**config.mk**
```make
export PLATFORM = sky130hd
export DESIGN_NAME = control_unit_mc
export DESIGN_NICKNAME = d
export VERILOG_FILES = /design/src/rtl/control_unit_mc.sv
export SDC_FILE = /design/constraint.sdc
export NUM_CORES = 1
export LEC_CHECK = 0
export BUFFER_PORTS_ARGS = -buffer_cell sky130_fd_sc_hd__buf_4
export CAP_MARGIN = 10
export CORE_ASPECT_RATIO = 1.1
export CORE_UTILIZATION = 59
export DETAILED_ROUTE_END_ITERATION = 10
export GPL_TIMING_DRIVEN = 0
export PLACE_DENSITY = 0.85
export SETUP_SLACK_MARGIN = 0.4
export SLEW_MARGIN = 20
export SYNTH_ARGS = -nofsm -noshare
export SYNTH_HDL_FRONTEND = slang
export SYNTH_SLANG_ARGS = --single-unit
```
**constraint.sdc**
```tcl
create_clock -name clk -period 3.8 [get_ports clk]
set_input_delay 0.57 -clock clk [delete_from_list [all_inputs] [get_ports clk]]
set_output_delay 0.57 -clock clk [all_outputs]
set_load 0.05 [all_outputs]
```
**src/rtl/control_unit_mc.sv**
```systemverilog
// Multicycle control FSM: fetch/decode/execute/mem/writeback sequencing with
// ready-based memory handshakes, memory timeout fault, halt/resume and retire counter.
module control_unit_mc #(
    parameter int OP_W    = 4,
    parameter int TIMEOUT = 15,
    parameter int CNT_W   = 32
) (
    input  logic             clk,
    input  logic             reset,
    input  logic [OP_W-1:0]  op_code,
    input  logic             imem_ready,
    input  logic             dmem_ready,
    input  logic             cont,
    output logic             ifetch,
    output logic             IRload,
    output logic             loadPC,
    output logic             writeReg,
    output logic             MemEn,
    output logic             MemWen,
    output logic             IMMsel,
    output logic [1:0]       DataSel,
    output logic [2:0]       BRANCH,
    output logic             halted,
    output logic             mem_fault,
    output logic             illegal_op,
    output logic [CNT_W-1:0] retired,
    output logic [2:0]       state
);

    typedef enum logic [2:0] {
        S_FETCH   = 3'd0,
        S_DECODE  = 3'd1,
        S_EXECUTE = 3'd2,
        S_MEM     = 3'd3,
        S_WB      = 3'd4,
        S_HALTED  = 3'd5
    } state_t;

    localparam logic [3:0] OP_ALU     = 4'h0;
    localparam logic [3:0] OP_ALU_IMM = 4'h1;
    localparam logic [3:0] OP_LOAD    = 4'h2;
    localparam logic [3:0] OP_STORE   = 4'h3;
    localparam logic [3:0] OP_BR      = 4'h4;
    localparam logic [3:0] OP_BMI     = 4'h5;
    localparam logic [3:0] OP_BPL     = 4'h6;
    localparam logic [3:0] OP_BZ      = 4'h7;
    localparam logic [3:0] OP_MOVE    = 4'h8;
    localparam logic [3:0] OP_CMOV    = 4'h9;
    localparam logic [3:0] OP_NOP     = 4'hE;
    localparam logic [3:0] OP_HALT    = 4'hF;

    localparam logic [7:0] TO_LAST = 8'(TIMEOUT - 1);

    state_t             state_q, state_d;
    logic [3:0]         op_q;
    logic [7:0]         to_cnt_q, to_cnt_d;
    logic               fault_q, fault_d;
    logic [CNT_W-1:0]   retired_q;

    logic               upper_nz;
    logic               op_illegal;
    logic [3:0]         op_dec;

    logic               ifetch_c, irload_c, loadpc_c, wreg_c;
    logic               memen_c, memwen_c, illegal_c, halted_c;
    logic               imm_c;
    logic [1:0]         dsel_c;
    logic [2:0]         br_c;

    generate
        if (OP_W > 4) begin : g_upper
            assign upper_nz = |op_code[OP_W-1:4];
        end else begin : g_no_upper
            assign upper_nz = 1'b0;
        end
    endgenerate

    // Illegal opcodes are latched as NOP so the rest of the pipeline never sees them.
    assign op_illegal = upper_nz || (op_code[3:0] inside {[4'hA:4'hD]});
    assign op_dec     = op_illegal ? OP_NOP : op_code[3:0];

    always_ff @(posedge clk) begin
        if (reset) begin
            state_q   <= S_FETCH;
            op_q      <= OP_NOP;
            to_cnt_q  <= 8'd0;
            fault_q   <= 1'b0;
            retired_q <= '0;
        end else begin
            state_q  <= state_d;
            to_cnt_q <= to_cnt_d;
            fault_q  <= fault_d;
            if (state_q == S_DECODE) begin
                op_q <= op_dec;
            end
            if (state_q == S_WB) begin
                retired_q <= retired_q + CNT_W'(1);
            end
        end
    end

    // Handshakes: the FSM holds its request (ifetch in FETCH, MemEn in MEM) every
    // cycle until the matching ready is seen high on a rising edge; a ready
    // outside its own state carries no meaning and is ignored.
    always_comb begin
        state_d   = state_q;
        to_cnt_d  = to_cnt_q;
        fault_d   = fault_q;
        ifetch_c  = 1'b0;
        irload_c  = 1'b0;
        loadpc_c  = 1'b0;
        wreg_c    = 1'b0;
        memen_c   = 1'b0;
        memwen_c  = 1'b0;
        illegal_c = 1'b0;
        halted_c  = 1'b0;
        case (state_q)
            S_FETCH: begin
                ifetch_c = 1'b1;
                if (imem_ready) begin
                    irload_c = 1'b1;
                    state_d  = S_DECODE;
                end
            end
            S_DECODE: begin
                illegal_c = op_illegal;
                state_d   = S_EXECUTE;
            end
            S_EXECUTE: begin
                if (op_q == OP_LOAD || op_q == OP_STORE) begin
                    state_d = S_MEM;
                end else if (op_q == OP_HALT) begin
                    state_d = S_HALTED;
                end else begin
                    state_d = S_WB;
                end
            end
            S_MEM: begin
                memen_c  = 1'b1;
                memwen_c = (op_q == OP_STORE);
                // A ready on the last counted cycle still completes the access.
                if (dmem_ready) begin
                    to_cnt_d = 8'd0;
                    state_d  = S_WB;
                end else if (to_cnt_q == TO_LAST) begin
                    to_cnt_d = 8'd0;
                    fault_d  = 1'b1;
                    state_d  = S_HALTED;
                end else begin
                    to_cnt_d = to_cnt_q + 8'd1;
                end
            end
            S_WB: begin
                loadpc_c = 1'b1;
                wreg_c   = op_q inside {OP_ALU, OP_ALU_IMM, OP_LOAD, OP_MOVE, OP_CMOV};
                state_d  = S_FETCH;
            end
            S_HALTED: begin
                halted_c = 1'b1;
                if (cont && !fault_q) begin
                    state_d = S_WB;
                end
            end
            default: begin
                state_d = S_FETCH;
            end
        endcase
    end

    always_comb begin
        imm_c  = 1'b0;
        dsel_c = 2'b00;
        br_c   = 3'b000;
        if (state_q inside {S_EXECUTE, S_MEM, S_WB}) begin
            imm_c = op_q inside {OP_ALU_IMM, OP_LOAD, OP_STORE, OP_BR, OP_BMI, OP_BPL, OP_BZ};
            if (op_q == OP_LOAD) begin
                dsel_c = 2'b01;
            end else if (op_q == OP_CMOV) begin
                dsel_c = 2'b10;
            end
            case (op_q)
                OP_BR:   br_c = 3'b001;
                OP_BMI:  br_c = 3'b010;
                OP_BPL:  br_c = 3'b011;
                OP_BZ:   br_c = 3'b100;
                default: br_c = 3'b000;
            endcase
        end
    end

    // Every output is forced low while reset is held, including the registered ones.
    assign ifetch     = ifetch_c  & ~reset;
    assign IRload     = irload_c  & ~reset;
    assign loadPC     = loadpc_c  & ~reset;
    assign writeReg   = wreg_c    & ~reset;
    assign MemEn      = memen_c   & ~reset;
    assign MemWen     = memwen_c  & ~reset;
    assign IMMsel     = imm_c     & ~reset;
    assign DataSel    = reset ? 2'b00 : dsel_c;
    assign BRANCH     = reset ? 3'b000 : br_c;
    assign halted     = halted_c  & ~reset;
    assign mem_fault  = fault_q   & ~reset;
    assign illegal_op = illegal_c & ~reset;
    assign retired    = reset ? '0 : retired_q;
    assign state      = reset ? 3'd0 : state_q;

endmodule

```
Word level (Yosys, flattened, before mapping)
Index checks and enable logic that the tools add are counted.
W data, S select, Z words.

word-level totals
  logic and storage cells = 80
  register bits after elaboration = 48

operators by class
  bitwise gates (word level) = 12
  reduce and logical (&&, ||, !) cells = 11
  add/sub/neg operators = 2
  magnitude comparators = 2
  mux-type cells = 29
  equality and inequality tests = 19

operators by type and width
  operator                 count
  $add A32 B1 Y32 const B  1
  $mux W32                 1
  $mux W3                  8
  $eq A4 B3 Y1 const B     4
  $mux W8                  2
  $pmux W3 S5              1
  $eq A4 B4 Y1 const B     3
  $pmux W3 S4              1
  $mux W1                  11
  $and A1 B1 Y1            10
  $add A8 B1 Y8 const B    1
  $eq A4 B2 Y1 const B     2
  $eq A8 B4 Y1 const B     1
  $mux W2                  4
  $reduce_bool A7 Y1       1
  $eq A3 B2 Y1 const B     2
  $eq A3 B3 Y1 const B     2
  $reduce_and A3 Y1        2
  $reduce_bool A5 Y1       1
  $eq A4 B1 Y1 const B     1
  $ge A4 B4 Y1 const B     1
  $le A4 B4 Y1 const B     1
  $logic_not A4 Y1         1
  $mux W4                  1
  other kinds (9)          12

Longest topological paths before layout
Gate-level depths: netlist (run 1).

  word-level depth = 5
  gate-level depth with buffers = 6
  depth with buffers taken out = 5

Worst setup path before layout (run 1)
Ideal clock, no wire load.

  path type = register to output
  from = register state_q[2]
  to = output writeReg
  path slack = -0.305 ns
  cell stages (with the launch flop) = 6
  data arrival time = 3.535 ns
  buffers on the path = 1
  path through = dfxtp_1 > clkbuf_1 > nor2b_1 > nor3b_1 > nand2_1 > nor2_1

on the way
  cells in the longest elaborated chain, start to end = 3

RTL lines
  element                   RTL line  text
  start: declaration        54        state_t state_q, state_d;
  start signal: assignment  90        state_q <= state_d;
  $eq A3 B3 Y1              117       case (state_q)
  $mux W1                   117
  $and A1 B1 Y1             195       assign writeReg = wreg_c & ~reset;
  end: declaration          17        output logic writeReg,

No other way between the ends.

Worst setup path in the final report (run 1)
  from = register state_q[0]
  to = output BRANCH[2]

on the way
  cells in the longest elaborated chain, start to end = 4
  elaborated cells on any way between the ends = 6

RTL lines
  element                                       RTL line  text
  $eq A3 B2 Y1 or $eq A3 B3 Y1 (tied branches)  174       if (state_q inside {S_EXECUTE, S_MEM, S_WB}) begin
  $reduce_bool A3 Y1 (*)                        174
  $mux W3 (*)                                   174
  $mux W3 (*)                                   200       assign BRANCH = reset ? 3'b000 : br_c;
  end: declaration                              22        output logic [2:0] BRANCH,

Every way passes the cells marked *; elsewhere a longest branch is shown, timed or not.

==> impl_results.rst, run 1 <==
.. list-table::
   :header-rows: 1

   * - Metric
     - Value
   * - Seq cells post-synth
     - 48
   * - TritonCTS buffer count
     - 5
   * - Via-per-instance ratio
     - approximately 6.1
   * - Most instantiated flip-flop cell in the synthesis netlist
     - sky130_fd_sc_hd__dfxtp_1
   * - Clock Power Share
     - about 44%
   * - Clock sink total
     - 48
   * - Initial core utilization
     - 62.72%
   * - Area growth from synthesis to final layout
     - 24.65%
   * - Synthesized cell area
     - approximately 2800 um^2
   * - Critical Path Sink Type
     - output pin
   * - Largest net degree at the start of global routing
     - 16
   * - Type of the setup path with the least slack
     - flip-flop to output pin
   * - Number of standard-cell rows in the floorplan
     - 25
   * - Sw Pwr
     - ~260 uW
   * - Wire length of the first global-routing pass
     - 10660 um
   * - Post-layout net count
     - about 430
   * - Clock transition time at the flip-flop clock pins of the worst setup and hold paths
     - around 90 ps
   * - Worst setup slack before clock tree synthesis
     - 909.4 ps
   * - Required time at the worst-slack endpoint
     - between 3000 and 4000 ps
   * - Count of instances resized after the clock tree is built
     - 0
   * - DR vias
     - about 2.9k
   * - Total placed cells including tap cells
     - 461
   * - Overall routing resource usage
     - between 20% and 30%
   * - Count of hold buffers inserted by post-cts repair
     - 0
   * - DRC violations left
     - 0
   * - Least-Margin Pin Slew
     - 739.7 ps
   * - Post-layout instance area
     - 3448 um^2
   * - Nets in the synthesized netlist
     - approximately 360
   * - Portion of netlist area occupied by mux cells
     - approximately 2.4%
   * - Startpoint kind of the worst setup timing path
     - flip-flop
   * - Maximum buffer depth of the clock tree
     - 2
   * - Number of DRC violations after detailed-routing iteration 0
     - about 160
   * - Number of setup buffers added after CTS
     - 0
   * - Status
     - finished clean
   * - Final setup viols
     - 0
   * - Vertical die dimension
     - approximately 74 um
   * - Count of fill cells added during filler insertion
     - 348
   * - I/O pin count
     - 59
   * - Share of cells above drive strength 1
     - 20.48%
   * - Final Cycle Share
     - about 82%
   * - Die Area
     - 4967 um^2
   * - Horizontal extent of the die
     - 67.29 um
   * - Detailed-route wire length
     - about 6900 um
   * - Yosys Warn Count
     - 0
   * - Combinational group share of total power
     - 10.6%
   * - Delay of the slowest cell on the worst path
     - between 600 and 700 ps
   * - Static leakage
     - ~1.3 nW
   * - Number of cells in the finished layout apart from fillers
     - 469
   * - WHS Path Cells
     - 1
   * - Mapped Cells
     - ~350
   * - Relative slew slack
     - 50.47%
   * - Length in cells of the worst reg-to-reg path
     - 5
   * - Mean cell area of the mapped netlist
     - 7.927 um^2
   * - CP arrival
     - about 2600 ps
   * - Final antenna-violating net count
     - 0
   * - Number of enable-type register cells in the synthesized netlist
     - 0
   * - Leftover overflow at the end of global routing
     - 0
   * - Count of endpoints failing hold in the final timing report
     - 0
   * - Clock network latency to the later pin of the worst-skew pair
     - 300 ps
   * - Root buffer selected by CTS
     - sky130_fd_sc_hd__clkbuf_8
   * - Worst-case vdd ir drop
     - between 0.2 and 0.25 mV
   * - Setup tns final
     - 0 ps
   * - Setup repair after global routing missed its margin
     - false
   * - Adder and majority cell fraction of the synthesized area
     - 1.357%
   * - Placement Cell Area
     - ~3300 um^2
   * - Xor/xnor cell area share of the yosys netlist
     - around 3.5%
   * - CTS tree
     - built
   * - Count of cell types in the netlist
     - 45
   * - Power density normalized to cell area
     - ~330 nW/um^2
   * - Sequential cell area fraction in the yosys report
     - 34.74%
   * - Async S/R FF share, synth
     - 0%
   * - Synth Area in Simple Gates
     - 38.81%
   * - Final HPWL from detailed placement
     - approximately 4900 um
   * - Slowest stage cell on the critical path
     - sky130_fd_sc_hd__nor3b_2
   * - Maxcap violations
     - 0
   * - Count of inserted antenna diode cells
     - 0
   * - Count of port buffers added during placement
     - a little under 60
   * - Cell Chain, Critical Path
     - clkbuf_1 -> nor3b_2 -> o21bai_1 -> or3b_2 -> nor2_1 -> buf_4
   * - Min setup slack post-route
     - between 600 and 700 ps
   * - Maximum clock frequency
     - 0.3209 GHz
   * - Final-report max-slew violation count
     - 0
   * - H-Tree Depth
     - 2
   * - Number of antenna violations at the first check in global routing
     - 0
   * - Switching share of power
     - between 20% and 30%
   * - Sequential group share of total power
     - between 40 and 50%
   * - Internal Power
     - about 880 uW
   * - Share of the synthesized area in compound gates (AO/OA/AOI/OAI)
     - 15.02%
   * - Shortest clock period the worst path allows after layout
     - between 3000 and 4000 ps
   * - Setup clock skew after layout
     - between 5 and 6 ps
   * - Worst min-delay path class
     - flip-flop to flip-flop
   * - Via count of the first global-routing pass
     - about 2.4k
   * - Largest fanout of any net on the critical path
     - 9
   * - Routability congestion estimate
     - around 0.81
   * - Routed wire per std cell
     - around 15 um
   * - Largest family of logic cells by synthesized area
     - simple AND/OR/NAND/NOR gates
   * - Core region area
     - 4410 um^2
   * - Number of optimization iterations in the first detailed-route pass
     - 5
-- final timing paths --
path,from,endpoint,slack (ps)
hold / removal,to_cnt_q[7]$_SDFFE_PP0N_,to_cnt_q[7]$_SDFFE_PP0N_,510
setup / recovery,state_q[0]$_SDFFE_PP0P_,BRANCH[2],680
hold reg to reg,to_cnt_q[7]$_SDFFE_PP0N_,to_cnt_q[7]$_SDFFE_PP0N_,510
setup reg to reg,state_q[0]$_SDFFE_PP0P_,retired_q[31]$_SDFFE_PP0N_,1480
-- critical path: cells and delay by family, from the launching register on --
kind                   cells  cell delay (ps)
AOI/OAI and AO/OA          1              240
buffers and inverters      2              380
DFF                        1              300
and+or+nand+nor            3             1320
-- layout by cell type, fill, tap and decap left out, types with 15 or more instances in the layout --
cell / instances
sky130_fd_sc_hd__nand2_1: 24
sky130_fd_sc_hd__a21oi_1: 28
sky130_fd_sc_hd__nor2_1: 33
sky130_fd_sc_hd__buf_4: 58
sky130_fd_sc_hd__dfxtp_1: 48
sky130_fd_sc_hd__or4_1: 15
sky130_fd_sc_hd__nor2b_1: 34
sky130_fd_sc_hd__clkbuf_1: 18
-- final cells by class --
type	count	area [um^2]	area share [%]
multi-input combinational	271	1709	49.56
timing repair buffer	58	435.4	12.63
sequential	48	960.9	27.87
buffer	23	90.09	2.612
clock buffer	5	68.82	1.996
clock inverter	3	90.09	2.612
tap	54	67.56	1.959
inverter	7	26.28	0.7620
-- metal layers --
metal  vias to the layer above  track usage (%)  share of wire, %
met2                       112            51.78                52
met4                         0            9.220               1.8
met1                      1331            32.54                41
li1                       1397                -                 -
met5                         -                0                 0
met3                        14            5.124               5.2
-- metrics by stage --
stage,hold slack (ps),total power [mW],util (%)
floorplan,450.1,0.6119,-
global placement,465.6,0.6452,74.58
detailed placement,492.2,0.6476,74.58
CTS,510.0,1.146,78.18
global route,524.0,1.174,78.18
finish,506.8,1.142,78.18
-- power groups by stage --
stage | clock network [mW] | registers [mW] | logic (mW)
global route | 0.527 | 0.517 | 0.130
CTS | 0.509 | 0.516 | 0.121
global placement | 0 | 0.527 | 0.118
detailed placement | 0 | 0.528 | 0.120
finish | 0.505 | 0.516 | 0.121
floorplan | 0 | 0.526 | 0.0860
-- synthesized netlist by cell type (2+ instances only) --
cell type,count,area [um^2]
sky130_fd_sc_hd__o21bai_1,3,22.52
sky130_fd_sc_hd__xor2_1,6,52.55
sky130_fd_sc_hd__and2_1,4,25.02
sky130_fd_sc_hd__mux2_2,5,56.30
sky130_fd_sc_hd__or3_1,5,31.28
sky130_fd_sc_hd__clkbuf_1,18,67.56
sky130_fd_sc_hd__inv_1,7,26.28
sky130_fd_sc_hd__a211oi_1,2,15.01
sky130_fd_sc_hd__and3_1,4,25.02
sky130_fd_sc_hd__a311oi_1,3,26.28
sky130_fd_sc_hd__a31oi_1,3,18.77
sky130_fd_sc_hd__o31ai_1,12,90.09
sky130_fd_sc_hd__nor4_1,3,18.77
sky130_fd_sc_hd__nor2_1,33,123.9
sky130_fd_sc_hd__or2_2,2,12.51
sky130_fd_sc_hd__or4_1,15,112.6
sky130_fd_sc_hd__nand2_1,24,90.09
sky130_fd_sc_hd__dfxtp_1,48,960.9
sky130_fd_sc_hd__nand3b_1,4,30.03
sky130_fd_sc_hd__nor3b_1,4,30.03
sky130_fd_sc_hd__or3b_2,3,26.28
sky130_fd_sc_hd__nand3_1,12,60.06
sky130_fd_sc_hd__a41oi_1,2,17.52
sky130_fd_sc_hd__a21oi_1,28,140.1
sky130_fd_sc_hd__xnor2_1,5,43.79
sky130_fd_sc_hd__buf_2,3,15.01
sky130_fd_sc_hd__ha_1,3,37.54
sky130_fd_sc_hd__nor2b_1,35,219.0
sky130_fd_sc_hd__o21ai_0,10,50.05
sky130_fd_sc_hd__and4_1,6,52.55
sky130_fd_sc_hd__buf_1,2,7.510
sky130_fd_sc_hd__nand4_1,11,68.82
sky130_fd_sc_hd__nor3_1,12,60.06
-- logic make-up after synthesis --
family                     after synthesis
muxes                                    6
xor gates and xnor gates                11
and+or+nand+nor                        184
AOI/OAI and AO/OA                       67
DFF                                     48
buffers and inverters                   30
adders and majority gates                3
-- state kept, by name, summed over array words and instances, names as in the netlist --
register / cells
op_q: 4
retired_q: 32
state_q: 3
to_cnt_q: 8
fault_q: 1
Note: power is estimated with default switching activity, not from simulation.
==> inputs of run 2 (changes only) <==
--- a/config.mk
+++ b/config.mk
@@ -8,10 +8,10 @@
 export BUFFER_PORTS_ARGS = -buffer_cell sky130_fd_sc_hd__buf_4
 export CAP_MARGIN = 10
 export CORE_ASPECT_RATIO = 1.1
-export CORE_UTILIZATION = 59
+export CORE_UTILIZATION = 49
 export DETAILED_ROUTE_END_ITERATION = 10
 export GPL_TIMING_DRIVEN = 0
-export PLACE_DENSITY = 0.85
+export PLACE_DENSITY = 0.76
 export SETUP_SLACK_MARGIN = 0.4
 export SLEW_MARGIN = 20
 export SYNTH_ARGS = -nofsm -noshare
==> constraint.sdc (replaced) <==
create_clock -name clk -period 2.6 [get_ports clk]
set_input_delay 0.39 -clock clk [delete_from_list [all_inputs] [get_ports clk]]
set_output_delay 0.39 -clock clk [all_outputs]
set_load 0.05 [all_outputs]
==> run 2 against run 1 <==
Net effect:
- first-iteration DRC count down 5.0%
- critical path type unchanged
- sequential share of layout area down 1.4 points
- setup slack worse by 300 ps
- routed wire length up 6.2%
- largest power group unchanged
- hold slack worse by 180 ps
- via count up 0.88%
- clock-buffer cell count unchanged
- clock power up 8.5%
- largest cell class unchanged
- critical endpoint is now BRANCH[0]
- critical path depth unchanged
- register-to-register slack worse by 990 ps
- final cell count up 6.4%
- non-clock buffer count up 9
==> impl_results.rst, run 2 (synthesized netlist as in run 1, its figures left out) <==
.. list-table::
   :header-rows: 1

   * - Metric
     - Value
   * - Status
     - finished clean
   * - Static leakage
     - 1.351 nW (+5.4%)
   * - Number of optimization iterations in the first detailed-route pass
     - 4 (-1)
   * - Leftover overflow at the end of global routing
     - 0 (unchanged)
   * - Length in cells of the worst reg-to-reg path
     - 7 (+2)
   * - Count of hold buffers inserted by post-cts repair
     - 0 (unchanged)
   * - Horizontal extent of the die
     - 73.64 um (+9.4%)
   * - Type of the setup path with the least slack
     - flip-flop to output pin
   * - Maximum buffer depth of the clock tree
     - 2 (unchanged)
   * - Via-per-instance ratio
     - 5.770 (-5.2%)
   * - Setup clock skew after layout
     - 8.831 ps (+2.834 ps)
   * - Largest registers
     - retired_q (32), to_cnt_q (8), op_q (4)
   * - Count of endpoints failing hold in the final timing report
     - 0 (unchanged)
   * - Most common cell after layout, fill and taps aside
     - sky130_fd_sc_hd__buf_4
   * - Met3 routed wirelength
     - 378 um (+6.2%)
   * - Area growth from synthesis to final layout
     - 31.66%
   * - DR vias
     - 2879 (+0.88%)
   * - Worst path top cell family by delay
     - simple AND/OR/NAND/NOR gates
   * - Worst reg2reg path endpoint
     - retired_q[20]$_SDFFE_PP0N_
   * - Hold_ws
     - 330.6 ps (-176.2 ps)
   * - Maxcap violations
     - 0 (unchanged)
   * - Clock sink total
     - 48 (unchanged)
   * - Endpoint of the worst hold path
     - op_q[3]$_SDFFE_PP1N_
   * - Post-layout net count
     - 435 (+2.1%)
   * - Number of antenna violations at the first check in global routing
     - 0 (unchanged)
   * - TritonCTS buffer count
     - 5 (unchanged)
   * - Largest net degree at the start of global routing
     - 16 (unchanged)
   * - Vertical die dimension
     - 80.81 um (+9.5%)
   * - Reg-to-reg setup timing slack
     - 490 ps (-990 ps)
   * - WHS Path Cells
     - 3 (+2)
   * - Clock transition time at the flip-flop clock pins of the worst setup and hold paths
     - 90 ps (about the same)
   * - Power density normalized to cell area
     - 419.6 nW/um^2 (+27%)
   * - Top routing layer used
     - met4
   * - Number of DRC violations after detailed-routing iteration 0
     - 153 (-5.0%)
   * - Share of cells above drive strength 1
     - 27.59% (+7.1 points)
   * - Final setup viols
     - 0 (unchanged)
   * - Startpoint of the most critical register-to-register path
     - state_q[1]$_SDFFE_PP0P_
   * - Detailed-route wire length
     - 7317 um (+6.2%)
   * - Hold Path Origin
     - op_code[3]
   * - Setup repair after global routing missed its margin
     - true
   * - Delay of the slowest cell on the worst path
     - 430 ps (-240 ps)
   * - Number of standard-cell rows in the floorplan
     - 28 (+12%)
   * - Buffers and inverters on the worst path
     - 2 (unchanged)
   * - Final HPWL from detailed placement
     - 5114 um (+4.9%)
   * - Cell Chain, Critical Path
     - buf_8 -> nor3b_4 -> o21bai_2 -> or3b_4 -> nor2_4 -> buf_8
   * - Slowest stage cell on the critical path
     - sky130_fd_sc_hd__or3b_4
   * - Utilization of the core after routing
     - 67.51% (-11 points)
   * - Required time at the worst-slack endpoint
     - 2210 ps (-1020 ps)
   * - Post-layout instance area
     - 3642 um^2 (+5.6%)
   * - I/O pin count
     - 59 (unchanged)
   * - CTS tree
     - built
   * - DRC violations left
     - 0 (unchanged)
   * - Total length of routed met2 wires
     - 3701 um (+3.1%)
   * - Final antenna-violating net count
     - 0 (unchanged)
   * - Top library cells by usage in the layout, fill and taps aside
     - sky130_fd_sc_hd__buf_4, sky130_fd_sc_hd__dfxtp_1, sky130_fd_sc_hd__nor2b_1
   * - Final Cycle Share
     - between 80% and 90%
   * - Final-report max-slew violation count
     - 0 (unchanged)
   * - Number of flip-flops in the largest register
     - 32 (unchanged)
   * - Count of inserted antenna diode cells
     - 0 (unchanged)
   * - Initial core utilization
     - 51.28% (-11 points)
   * - H-Tree Depth
     - 2 (unchanged)
   * - Placement Cell Area
     - 3374 um^2 (+2.6%)
   * - Metal-1 WL
     - 3120 um (+11%)
   * - Routability congestion estimate
     - 0.8137 (+1.0%)
   * - Worst min-delay path class
     - primary input to flip-flop
   * - Worst-case vdd ir drop
     - 0.2977 mV (+23%)
   * - Routed wire per std cell
     - 14.66 um (-0.20%)
   * - Least-Margin Pin Slew
     - 632.3 ps (-107.4 ps)
   * - Die Area
     - 5950 um^2 (+20%)
   * - Clock network latency to the later pin of the worst-skew pair
     - 310 ps (about the same)
   * - Shortest clock period the worst path allows after layout
     - 2218 ps
   * - Top reg by flops
     - retired_q
   * - Core region area
     - 5395 um^2 (+22%)
   * - Most frequent CP cell
     - sky130_fd_sc_hd__buf_8
   * - Relative slew slack
     - 57.85% (+7.4 points)
   * - Critical Path Sink Type
     - output pin
   * - Maximum clock frequency
     - approximately 0.45 GHz
   * - CP arrival
     - 1830 ps (-720 ps)
   * - Largest fanout of any net on the critical path
     - 4 (-5)
   * - Wire length of the first global-routing pass
     - 12250 um (+15%)
   * - Root buffer selected by CTS
     - sky130_fd_sc_hd__clkbuf_8
   * - Via count of the first global-routing pass
     - 2664 (+12%)
   * - Startpoint kind of the worst setup timing path
     - flip-flop
   * - Count of port buffers added during placement
     - 58 (unchanged)
   * - Overall routing resource usage
     - 26.10% (-2.2 points)
==> run 2: how the worst max path moves through the flow <==
stage                                  from    endpoint  slack (ps)  depth (start not counted)
global placement    state_q[0]$_SDFFE_PP0P_   BRANCH[2]         -10                          6
floorplan           state_q[0]$_SDFFE_PP0P_  DataSel[0]          40                          4
global route        state_q[0]$_SDFFE_PP0P_   BRANCH[0]         340                          6
finish              state_q[0]$_SDFFE_PP0P_   BRANCH[0]         380                          6
CTS                 state_q[1]$_SDFFE_PP0P_   BRANCH[2]         360                          6
detailed placement  state_q[0]$_SDFFE_PP0P_   BRANCH[2]         -30                          6
==> run 2: stage by stage <==
stage | TNS (ps) | power [mW] | std cells | worst slack, ps
4_1_cts | 0 | 1.523 | 497 | 358.8
3_3_place_gp | -21.34 | 0.9544 | 482 | -11.26
2_1_floorplan | 0 | 0.9037 | 349 | 36.59
5_1_grt | 0 | 1.584 | 499 | 343.1
3_5_place_dp | -75.10 | 0.9578 | 482 | -28.51
6_report | 0 | 1.528 | 499 | 382.5
==> run 2: cell type report <==
type | instances | area (um^2)
multi-input cells | 271 | 1794
flip-flops and latches | 48 | 964.7
fillers | 494 | 1753
inverters | 7 | 26.28
clock inverters | 3 | 42.54
well taps | 75 | 93.84
plain buffers | 23 | 130.1
repair buffers | 67 | 521.8
clock buffers | 5 | 68.82
==> run 2: timing repair <==
action,in CTS,in global routing
pin swaps,5,6
resized for setup,22,17
endpoints found under the setup margin,19,13
setup buffers,7,2
==> run 2: tightest hold or removal path: stages <==
cell                       delay, ps
sky130_fd_sc_hd__buf_4           100
sky130_fd_sc_hd__nand2_1          40
sky130_fd_sc_hd__nand3b_1         70
==> run 2: where the power goes <==
part | leakage [nW] | switching, mW | internal [mW]
Clock | 0.0541 | 0.263 | 0.285
Combinational | 0.908 | 0.131 | 0.0923
Sequential | 0.389 | 0.0117 | 0.746
==> run 2: layer usage <==
layer  vias up  GRT usage [%]
li1       1414              -
met1      1367          31.24
met2        88          46.88
met3        10          5.087
met4         0          7.692
met5         -              0
